### config.mk
export PLATFORM = sky130hd
export DESIGN_NAME = vga_sync_capture
export DESIGN_NICKNAME = d
export VERILOG_FILES = /design/src/rtl/vga_cap_pkg.sv /design/src/rtl/vga_sync_meter.sv /design/src/rtl/vga_sync_capture.sv
export SDC_FILE = /design/constraint.sdc
export NUM_CORES = 1
export LEC_CHECK = 0
export BUFFER_PORTS_ARGS = -buffer_cell sky130_fd_sc_hd__buf_4
export CAP_MARGIN = 20
export CORE_MARGIN = 2
export CORE_UTILIZATION = 40
export CTS_CLUSTER_SIZE = 28
export DETAILED_ROUTE_END_ITERATION = 16
export HOLD_SLACK_MARGIN = 0.15
export PLACE_DENSITY = 0.56
export SETUP_SLACK_MARGIN = 0.02
export SLEW_MARGIN = 30
export SYNTH_ARGS = -nofsm -noshare
export SYNTH_HDL_FRONTEND = slang
export SYNTH_SLANG_ARGS = --single-unit
### constraint.sdc
create_clock -name pclk -period 9.3 [get_ports pclk]
set_input_delay 0.465 -clock pclk [delete_from_list [all_inputs] [get_ports pclk]]
set_output_delay 0.465 -clock pclk [all_outputs]
set_load 0.005 [all_outputs]
### src/rtl/vga_cap_pkg.sv
// Shared constants and state encodings for the VGA capture path.
// 640x480 @ 25 MHz timing; module parameters default to these values.
package vga_cap_pkg;

    localparam int VGA_H_TOTAL  = 800;
    localparam int VGA_V_TOTAL  = 525;
    localparam int VGA_H_START  = 144;
    localparam int VGA_V_START  = 35;
    localparam int VGA_H_ACTIVE = 640;
    localparam int VGA_V_ACTIVE = 480;

    typedef enum logic [1:0] {
        LK_UNLOCKED = 2'd0,
        LK_CHECK    = 2'd1,
        LK_LOCKED   = 2'd2
    } lock_state_t;

    typedef enum logic [1:0] {
        CAP_IDLE    = 2'd0,
        CAP_ARMED   = 2'd1,
        CAP_CAPTURE = 2'd2
    } cap_state_t;

endpackage

### src/rtl/vga_sync_meter.sv
// Input registers, sync edge detection, position counters and timing-lock FSM.
// x/y/active/pix are aligned to one another: all describe the pixel held in the S1 register.
module vga_sync_meter
    import vga_cap_pkg::*;
#(
    parameter int H_TOTAL     = VGA_H_TOTAL,
    parameter int V_TOTAL     = VGA_V_TOTAL,
    parameter int H_START     = VGA_H_START,
    parameter int V_START     = VGA_V_START,
    parameter int H_ACTIVE    = VGA_H_ACTIVE,
    parameter int V_ACTIVE    = VGA_V_ACTIVE,
    parameter int LOCK_FRAMES = 2
) (
    input  logic        pclk,
    input  logic        rst,
    input  logic        hsync_in,
    input  logic        vsync_in,
    input  logic [11:0] rgb_in,
    output lock_state_t lock_state,
    output logic        vs_fall,
    output logic        active,
    output logic [9:0]  x,
    output logic [9:0]  y,
    output logic [11:0] pix
);

    localparam logic [10:0] H_TOT11 = 11'(H_TOTAL);
    localparam logic [9:0]  V_TOT10 = 10'(V_TOTAL);
    localparam logic [10:0] H_BEG11 = 11'(H_START);
    localparam logic [10:0] H_END11 = 11'(H_START + H_ACTIVE);
    localparam logic [9:0]  H_BEG10 = 10'(H_START);
    localparam logic [9:0]  V_BEG10 = 10'(V_START);
    localparam logic [9:0]  V_END10 = 10'(V_START + V_ACTIVE);
    localparam logic [3:0]  LOCK_N  = 4'(LOCK_FRAMES);

    logic        hs1_q, hs2_q, vs1_q, vs2_q;
    logic [11:0] rgb1_q;
    logic [10:0] h_pos_q, h_pos_d;
    logic [9:0]  line_q, line_d;
    lock_state_t lock_q, lock_d;
    logic [3:0]  good_q, good_d;
    logic        hs_fall, line_bad, frame_bad;

    always_ff @(posedge pclk or posedge rst) begin
        if (rst) begin
            hs1_q   <= 1'b0;
            hs2_q   <= 1'b0;
            vs1_q   <= 1'b0;
            vs2_q   <= 1'b0;
            rgb1_q  <= '0;
            h_pos_q <= '0;
            line_q  <= '0;
            lock_q  <= LK_UNLOCKED;
            good_q  <= '0;
        end else begin
            hs1_q   <= hsync_in;
            hs2_q   <= hs1_q;
            vs1_q   <= vsync_in;
            vs2_q   <= vs1_q;
            rgb1_q  <= rgb_in;
            h_pos_q <= h_pos_d;
            line_q  <= line_d;
            lock_q  <= lock_d;
            good_q  <= good_d;
        end
    end

    assign hs_fall = hs2_q & ~hs1_q;
    assign vs_fall = vs2_q & ~vs1_q;

    // The *_d values are the coordinates of the pixel currently in rgb1_q.
    always_comb begin
        h_pos_d = h_pos_q;
        if (hs_fall)
            h_pos_d = '0;
        else if (h_pos_q != 11'h7FF)
            h_pos_d = h_pos_q + 11'd1;
        line_d = line_q;
        if (vs_fall)
            line_d = '0;
        else if (hs_fall && line_q != 10'h3FF)
            line_d = line_q + 10'd1;
    end

    assign active = (h_pos_d >= H_BEG11) && (h_pos_d < H_END11) &&
                    (line_d >= V_BEG10) && (line_d < V_END10);
    assign x   = h_pos_d[9:0] - H_BEG10;
    assign y   = line_d - V_BEG10;
    assign pix = rgb1_q;

    assign line_bad  = hs_fall && ((h_pos_q + 11'd1) != H_TOT11);
    assign frame_bad = vs_fall && ((line_q + 10'd1) != V_TOT10);

    // Measurements taken while unlocked are meaningless; the first vsync only opens the window.
    always_comb begin
        lock_d = lock_q;
        good_d = good_q;
        case (lock_q)
            LK_UNLOCKED: begin
                if (vs_fall) begin
                    lock_d = LK_CHECK;
                    good_d = '0;
                end
            end
            LK_CHECK: begin
                if (line_bad || frame_bad) begin
                    lock_d = LK_UNLOCKED;
                    good_d = '0;
                end else if (vs_fall) begin
                    good_d = good_q + 4'd1;
                    if (good_q + 4'd1 >= LOCK_N)
                        lock_d = LK_LOCKED;
                end
            end
            LK_LOCKED: begin
                if (line_bad || frame_bad) begin
                    lock_d = LK_UNLOCKED;
                    good_d = '0;
                end
            end
            default: begin
                lock_d = LK_UNLOCKED;
                good_d = '0;
            end
        endcase
    end

    assign lock_state = lock_q;

endmodule

### src/rtl/vga_sync_capture.sv
// Captures a WIN_W x WIN_H window of one locked VGA frame into a write-only RAM port.
// Optional VGA_CAP_CHECKSUM_EN adds a 16-bit running sum of the written pixels.
module vga_sync_capture
    import vga_cap_pkg::*;
#(
    parameter int H_TOTAL     = VGA_H_TOTAL,
    parameter int V_TOTAL     = VGA_V_TOTAL,
    parameter int H_START     = VGA_H_START,
    parameter int V_START     = VGA_V_START,
    parameter int H_ACTIVE    = VGA_H_ACTIVE,
    parameter int V_ACTIVE    = VGA_V_ACTIVE,
    parameter int WIN_W       = 120,
    parameter int WIN_H       = 160,
    parameter int ADDR_W      = 15,
    parameter int LOCK_FRAMES = 2
) (
    input  logic              pclk,
    input  logic              rst,
    input  logic              hsync_in,
    input  logic              vsync_in,
    input  logic [11:0]       rgb_in,
    input  logic [9:0]        win_x,
    input  logic [9:0]        win_y,
    input  logic              capture_req,
    output logic              locked,
    output logic              busy,
    output logic              wr_en,
    output logic [ADDR_W-1:0] wr_addr,
    output logic [11:0]       wr_data,
    output logic              capture_done,
    output logic              capture_err
`ifdef VGA_CAP_CHECKSUM_EN
    ,
    output logic [15:0]       checksum
`endif
);

    localparam logic [10:0]       WIN_W11   = 11'(WIN_W);
    localparam logic [10:0]       WIN_H11   = 11'(WIN_H);
    localparam logic [10:0]       H_ACT11   = 11'(H_ACTIVE);
    localparam logic [10:0]       V_ACT11   = 11'(V_ACTIVE);
    localparam logic [ADDR_W-1:0] LAST_ADDR = ADDR_W'(WIN_W * WIN_H - 1);

    lock_state_t       lock_state;
    logic              vs_fall, px_active;
    logic [9:0]        px_x, px_y;
    logic [11:0]       px_data;

    cap_state_t        cap_q, cap_d;
    logic [9:0]        wx_q, wx_d, wy_q, wy_d;
    logic [ADDR_W-1:0] next_addr_q, next_addr_d;
    logic [ADDR_W-1:0] wr_addr_q, wr_addr_d;
    logic [11:0]       wr_data_q, wr_data_d;
    logic              wr_en_q, wr_en_d;
    logic              last_q, last_d;
    logic              done_q, done_d;
    logic              err_q, err_d;
    logic              win_bad, in_win;

    vga_sync_meter #(
        .H_TOTAL    (H_TOTAL),
        .V_TOTAL    (V_TOTAL),
        .H_START    (H_START),
        .V_START    (V_START),
        .H_ACTIVE   (H_ACTIVE),
        .V_ACTIVE   (V_ACTIVE),
        .LOCK_FRAMES(LOCK_FRAMES)
    ) u_meter (
        .pclk      (pclk),
        .rst       (rst),
        .hsync_in  (hsync_in),
        .vsync_in  (vsync_in),
        .rgb_in    (rgb_in),
        .lock_state(lock_state),
        .vs_fall   (vs_fall),
        .active    (px_active),
        .x         (px_x),
        .y         (px_y),
        .pix       (px_data)
    );

    assign locked = (lock_state == LK_LOCKED);
    assign busy   = (cap_q == CAP_ARMED) || (cap_q == CAP_CAPTURE);

    assign win_bad = (({1'b0, win_x} + WIN_W11) > H_ACT11) ||
                     (({1'b0, win_y} + WIN_H11) > V_ACT11);
    assign in_win  = px_active &&
                     (px_x >= wx_q) && ({1'b0, px_x} < ({1'b0, wx_q} + WIN_W11)) &&
                     (px_y >= wy_q) && ({1'b0, px_y} < ({1'b0, wy_q} + WIN_H11));

    // Handshake: capture_req is a one-cycle request honoured only in IDLE; it answers with
    // either busy (armed) or a one-cycle capture_err. wr_en qualifies wr_addr/wr_data for
    // exactly one cycle with no back-pressure; capture_done follows the final write by one cycle.
    always_comb begin
        cap_d       = cap_q;
        wx_d        = wx_q;
        wy_d        = wy_q;
        next_addr_d = next_addr_q;
        wr_en_d     = 1'b0;
        wr_addr_d   = wr_addr_q;
        wr_data_d   = wr_data_q;
        last_d      = 1'b0;
        done_d      = last_q;
        err_d       = 1'b0;
        case (cap_q)
            CAP_IDLE: begin
                if (capture_req) begin
                    if (!locked || win_bad) begin
                        err_d = 1'b1;
                    end else begin
                        wx_d  = win_x;
                        wy_d  = win_y;
                        cap_d = CAP_ARMED;
                    end
                end
            end
            CAP_ARMED: begin
                if (!locked) begin
                    err_d = 1'b1;
                    cap_d = CAP_IDLE;
                end else if (vs_fall) begin
                    cap_d       = CAP_CAPTURE;
                    next_addr_d = '0;
                end
            end
            CAP_CAPTURE: begin
                if (!locked) begin
                    err_d = 1'b1;
                    cap_d = CAP_IDLE;
                end else if (in_win) begin
                    wr_en_d     = 1'b1;
                    wr_addr_d   = next_addr_q;
                    wr_data_d   = px_data;
                    next_addr_d = next_addr_q + ADDR_W'(1);
                    if (next_addr_q == LAST_ADDR) begin
                        last_d = 1'b1;
                        cap_d  = CAP_IDLE;
                    end
                end
            end
            default: cap_d = CAP_IDLE;
        endcase
    end

    always_ff @(posedge pclk or posedge rst) begin
        if (rst) begin
            cap_q       <= CAP_IDLE;
            wx_q        <= '0;
            wy_q        <= '0;
            next_addr_q <= '0;
            wr_en_q     <= 1'b0;
            wr_addr_q   <= '0;
            wr_data_q   <= '0;
            last_q      <= 1'b0;
            done_q      <= 1'b0;
            err_q       <= 1'b0;
        end else begin
            cap_q       <= cap_d;
            wx_q        <= wx_d;
            wy_q        <= wy_d;
            next_addr_q <= next_addr_d;
            wr_en_q     <= wr_en_d;
            wr_addr_q   <= wr_addr_d;
            wr_data_q   <= wr_data_d;
            last_q      <= last_d;
            done_q      <= done_d;
            err_q       <= err_d;
        end
    end

    assign wr_en        = wr_en_q;
    assign wr_addr      = wr_addr_q;
    assign wr_data      = wr_data_q;
    assign capture_done = done_q;
    assign capture_err  = err_q;

`ifdef VGA_CAP_CHECKSUM_EN
    logic [15:0] sum_q, sum_d;

    // Entry into CAPTURE never coincides with a write, so clear and add are exclusive.
    always_comb begin
        sum_d = sum_q;
        if (cap_q == CAP_ARMED && cap_d == CAP_CAPTURE)
            sum_d = '0;
        else if (wr_en_d)
            sum_d = sum_q + {4'b0, px_data};
    end

    always_ff @(posedge pclk or posedge rst) begin
        if (rst)
            sum_q <= '0;
        else
            sum_q <= sum_d;
    end

    assign checksum = sum_q;
`endif

endmodule

# Yosys cells after proc, flatten, opt, wreduce, memory -nomap -nowiden

Cells that the tools add are included.

Equality and inequality tests: 22
Reductions and logical operators: 25
Bitwise operators: 5
Mux-type cells: 39
Shifts and indexed selects: 0
Add/subtract/negate cells: 10
$mul: 0
Div/mod/pow operators: 0
Order comparisons: 11

Operator list:

| kind                    | count |
|---|---|
| $mux W15                | 4 |
| $pmux W15 S2            | 1 |
| $mux W2                 | 12 |
| $add A10 B7 Y11 const B | 2 |
| $add A10 B8 Y11 const B | 2 |
| $lt A10 B11 Y1          | 2 |
| $mux W11                | 2 |
| $ge A10 B10 Y1          | 2 |
| $mux W10                | 2 |
| $ne A10 B10 Y1 const B  | 2 |
| $mux W4                 | 4 |
| $add A15 B1 Y15 const B | 1 |
| $eq A15 B15 Y1 const B  | 1 |
| $pmux W2 S3             | 2 |
| $pmux W4 S3             | 1 |
| $add A11 B1 Y11 const B | 1 |
| $ge A11 B8 Y1 const B   | 1 |
| $gt A11 B10 Y1 const B  | 1 |
| $gt A11 B9 Y1 const B   | 1 |
| $lt A11 B10 Y1 const B  | 1 |
| $ne A11 B10 Y1 const B  | 1 |
| $ne A11 B11 Y1 const B  | 1 |
| $add A10 B1 Y10 const B | 1 |
| $ge A10 B6 Y1 const B   | 1 |
| other kinds (25)        | 63 |

Latch bits: 0
RAM bits: 0
Memory bits (read-only): 0
Register bits after elaboration: 111
Output and inout port bits: 32
Memories kept: 0

# Logic depth before layout (Yosys ltp)

Depth after elaboration: 15
Depth in mapped cells: 25

# Hierarchy

From an unflattened synthesis, not the netlist that was laid out.

Cell total of the unflattened synthesis: 659
Area total of the unflattened synthesis: 6690.2 um^2

By module, submodules not included:

| module           | cells an instance | area an instance (um^2) | instances |
|---|---|---|---|
| vga_sync_capture | 374               | 4052.6                  | 1 |
| vga_sync_meter   | 285               | 2637.5                  | 1 |

# Worst setup path after synthesis

No wires, ideal clock.

Kind: reg-to-reg
Start: reg u_meter.line_q[0]
End: reg wr_addr_q[0] (netlist: wr_addr[0])
Clock period less this slack: 4.642 ns
Arrival time: 4.517 ns
Cell stages (with the launch flop): 23
Slack: 4.658 ns
Path through: dfrtp_1 > ha_1 > and4_1 > buf_6 > a41oi_2 > xnor2_1 > nor2_1 > ha_1 > nor4_1 > nor2b_1 > a21o_1 > xnor2_1 > ha_1 > o21a_1 > o221ai_1 > nor4_1 > and4_1 > clkbuf_1 > and2_4 > nand2_4 > buf_12 > buf_12 > mux2_4

Cells in the longest elaborated chain, start to end: 12
Elaborated cells on any way between the ends: 17

Ends and longest elaborated chain:

| element                                                                 | line                    | text |
|---|---|---|
| start: declaration                                                      | vga_sync_meter.sv:39    | `logic [9:0] line_q, line_d;` |
| start signal: assignment                                                | vga_sync_meter.sv:62    | `line_q <= line_d;` |
| parallel branches: the longest is 2 deep, another holds $add A10 B1 Y10 | --                      |  |
| $mux W10 (*)                                                            | vga_sync_meter.sv:81    | `else if (hs_fall && line_q != 10'h3FF)` |
| $mux W10 (*)                                                            | vga_sync_meter.sv:79    | `if (vs_fall)` |
| named net u_meter.line_d[0]                                             | vga_sync_meter.sv:39    |  |
| parallel branches: the longest is 6 deep, another holds $sub A10 B6 Y10 | --                      |  |
| $logic_and A1 B1 Y1 (*)                                                 | vga_sync_capture.sv:89  | `(px_y >= wy_q) && ({1'b0, px_y} < ({1'b0, wy_q} + WIN_H11));` |
| $reduce_and A3 Y1 (no source line) (*)                                  | --                      |  |
| end signal: assignment                                                  | vga_sync_capture.sv:163 | `wr_addr_q <= wr_addr_d;` |
| end: declaration                                                        | vga_sync_capture.sv:52  | `logic [ADDR_W-1:0] wr_addr_q, wr_addr_d;` |

Mark *: on every way through the listed nets, which the timed path passes.
A chain may end at the register's enable or synchronous reset.

# Worst setup path in the final report

Start: reg u_meter.line_q[0]
End: reg wr_addr_q[2] (netlist: wr_addr[2])

The elaborated chain is that of the path after synthesis.

==> reports/results.tsv <==
stage	metric	value	unit
timing	f_max	189	MHz
clock_tree	clk buf depth	2	
drt	routed wire length	14900	um
grt	initial antenna violation count	0	
grt	global-route wire length before repair	25300	um
yosys	simple-gate share of the synthesized area	17.5	%
finish	fin nets	824	
finish	# fillers	1567	
yosys	sequential area share after synthesis	40.9	%
worst_setup_path	cell mode on critical path	ha_1	
min_path	Hold WC Path Type	in2reg	
drt	initial DRC count	335	
worst_setup_path	reg2reg end	wr_addr[2]	
finish	layout cells sized above 1	20.6	%
worst_setup_path	slowest cell on the critical path	dfrtp_1	
run	maxcap violations	0	
floorplan	I/O pins	69	
floorplan	Die Ht	134	um
clock_tree	Clock Sink Count	111	
yosys	asr flop ratio synth	100	%
drt	Routed WL per cell	15.5	um
yosys	Mapped Nets	771	
grt	number of global-route vias before repair	5305	
yosys	Mean Syn Cell Area	9.93	sq um
finish	commonest cells after routing, fill and taps aside	111 x dfrtp_1, 69 x buf_4, 54 x nand2_1, 50 x ha_1, 47 x nor2_1	
clock_tree	clk_lat worst skew	0.36	ns
finish	Final Instance Area	0.00774	sq mm
yosys	number of synthesis warnings	0	
worst_setup_path	Setup CP Type	reg2reg	
clock_tree	Root Driver	clkbuf_16	
pwr	Max rail drop VDD	96.2	uV
timing	fin crit period	5.28	ns
drt	Final ANT Viol Nets	0	
floorplan	die outline width	134	um
yosys	largest family of logic cells by synthesized area	simple AND/OR/NAND/NOR gates	
worst_setup_path	Worst path max stage delay	0.48	ns
clock_tree	CTS tree	built	
timing	final worst slack	4.02	ns
worst_setup_path	CP Cell Sequence	ha_1, and4_1, a41oi_2, xnor2_1, nor2_1, ha_1, nor4_1, nor2b_1, a21o_1, xnor2_1, ha_1, o21a_1, o221ai_1, nor4_1, and4_1, and2_4, nand2_4, mux2_4	
timing	setup tns final	0	ns
clock_tree	H-tree depth	3	
timing	Worst-Margin Slew	0.748	ns
floorplan	total die area	0.0180	sq mm
worst_setup_path	Setup crit start kind	flop	
min_path	worst hold path depth	1	
pwr	PnR Total Power	0.00122	W
pwr	power per standard cell area	158	mW/mm^2
drt	via count of the routed design	5291	
worst_setup_path	delay-heaviest family, CP	simple AND/OR/NAND/NOR gates	
yosys	Synth Register Bits	111	
placed_design	final RePlAce weighted congestion	0.887	
timing	Setup Skew	0.00808	ns
placed_design	I/O Buffers	68	
yosys	dominant synthesized flop cell	dfrtp_1	
drt	DR pass1 iterations	5	
drt	DR DRC count	0	
finish	most common cell after layout, fill and taps aside	dfrtp_1	
timing	Slew HR	50.1	%
grt	largest net degree at the start of global routing	72	
worst_setup_path	required time worst endpoint	9.54	ns
yosys	Synth Area in Adders	9.21	%
drt	Via-to-Cell Ratio	5.50	
yosys	Synth Instances	684	
timing	fin crit share	56.8	%
min_path	HP Start	rgb_in[6]	
timing	final hold vios	0	
grt	gr usage total	17.2	%
placed_design	pre-CTS setup slack	4.07	ns
worst_setup_path	arrival time worst endpoint	5.53	ns
worst_setup_path	r2r startpoint	u_meter.line_q[0]	
status	status	finished clean	
yosys	number of synthesized flops with an enable pin	0	
floorplan	core box area	0.0166	sq mm
clock_tree	cts repair resizes	0	
finish	final design utilization	46.7	%
clock_tree	CTS clk-pin slew, worst paths	0.08	ns
finish	Area Overhead vs Synth	13.9	%
timing	final setup fails	0	
pwr	static leakage	3.60	nW
worst_setup_path	CP max FO	29	
finish	ANT cells	0	
placed_design	dpl cell area	0.00743	sq mm
finish	Seq. cell area	0.00278	sq mm
yosys	xor/xnor cell area share of the yosys netlist	3.87	%
worst_setup_path	Buffers & Inverters on Critical Path	0	
timing	count of pins over their slew limit	0	
yosys	mux contribution to synthesized area	8.34	%
floorplan	Initial Util	41.0	%
floorplan	Row Count	47	
yosys	cell area after synthesis	0.00680	sq mm
finish	area occupied by multi-input gates	0.00368	sq mm
worst_setup_path	CP Capture Type	flop	
worst_setup_path	Reg2Reg Depth	18	
clock_tree	CTS Buf Count	9	
timing	RSZ-0062 raised after global routing	no	
grt	Remaining Overflow, GRT	0	
min_path	Hold Crit Endpoint	u_meter.pix[6]	
placed_design	Post-DP HPWL	11000	um
yosys	complex-gate fraction of the synthesized area	15.2	%
yosys	Unique masters post-synth	77	
worst_setup_path	reg2reg setup slack	4.02	ns
-- report_power, final --
part	leakage [nW]	internal, W	switching, W	total [W]
combinational	1.96	0.000126	0.000166	0.000292
sequential	1.50	0.000515	0.0000358	0.000550
clock	0.142	0.000188	0.000190	0.000377
total	3.60	0.000829	0.000391	0.00122
-- registers in the layout, indices dropped and copies added, names as in the netlist, 2 cells and up --
register / cells
u_meter.pix: 12
wr_addr: 15
next_addr_q: 15
u_meter.h_pos_q: 11
u_meter.good_q: 4
wx_q: 10
wr_data: 12
wy_q: 10
u_meter.lock_state: 2
u_meter.line_q: 10
cap_q: 2
-- logic make-up (layout without fill, tap and decap cells) --
logic type	after synthesis	after routing
AOI/OAI and AO/OA	144	144
xor gates and xnor gates	30	30
adders and majority gates	50	50
buffers and inverters	74	132
DFF	111	111
muxes	48	48
and+or+nand+nor	227	227
-- layout make-up --
type                    count  area share [%]
clock buffers               9            2.91
clock inverters             7           0.825
inverters                  45            2.22
multi-input cells         499            47.6
flip-flops and latches    111            35.9
well taps                 220            3.56
repair buffers             71            6.97
-- layer usage --
| metal | part of all wire [%] | track usage, % | wire, um | vias up |
|---|---|---|---|---|
| met5 | 0 | 0 | 0 | - |
| met3 | 4.4 | 3.25 | 656 | 16 |
| met1 | 47 | 22.9 | 7020 | 2557 |
| met4 | 1.8 | 7.13 | 274 | 0 |
| li1 | - | - | - | 2605 |
| met2 | 47 | 27.6 | 6990 | 113 |
-- timing repair --
| action | 4_1_cts | 5_1_grt |
|---|---|---|
| setup buffers | 0 | 0 |
| endpoints found under the hold margin | 12 | 0 |
| hold buffers | 1 | 0 |
-- Yosys cell counts (13+ instances only) --
master | count | area share (%)
a21oi_1 | 24 | 1.8
clkbuf_1 | 13 | 0.72
dfrtp_1 | 111 | 41
ha_1 | 50 | 9.2
inv_1 | 44 | 2.4
mux2_2 | 35 | 5.8
nand2_1 | 54 | 3.0
nand3_1 | 35 | 2.6
nand4_1 | 13 | 1.2
nor2_1 | 47 | 2.6
nor3_1 | 15 | 1.1
o21ai_0 | 32 | 2.4
xnor2_1 | 19 | 2.4
-- per-stage QoR --
| step | hold slack (ns) | cells |
|---|---|---|
| after detailed placement | 0.373 | 945 |
| after CTS | 0.192 | 962 |
| after global routing | 0.191 | 962 |
| final | 0.206 | 962 |
| after global placement | 0.374 | 945 |
| after floorplan | 0.331 | 684 |
-- worst register-to-register path: stages (launching register included) --
cell      delay [ns]
dfrtp_1         0.48
ha_1            0.29
and4_1          0.46
a41oi_2         0.24
xnor2_1         0.19
nor2_1          0.11
ha_1            0.26
nor4_1          0.45
nor2b_1         0.14
a21o_1          0.18
xnor2_1         0.14
ha_1            0.31
o21a_1          0.10
o221ai_1        0.10
nor4_1          0.29
and4_1          0.43
and2_4          0.30
nand2_4         0.27
mux2_4          0.43
-- worst max path at each step --
stage	start	end	slack (ns)	cells after the start
after floorplan	u_meter.line_q[0]	wr_addr[0]	4.66	22
after global placement	u_meter.line_q[0]	wr_addr[1]	4.24	18
after detailed placement	u_meter.line_q[0]	wr_data[8]	4.07	18
after CTS	u_meter.line_q[0]	wr_addr[5]	4.05	18
after global routing	u_meter.line_q[0]	wr_addr[11]	3.52	20
final	u_meter.line_q[0]	wr_addr[2]	4.02	18
No activity file was read; power rests on OpenSTA's default activity.
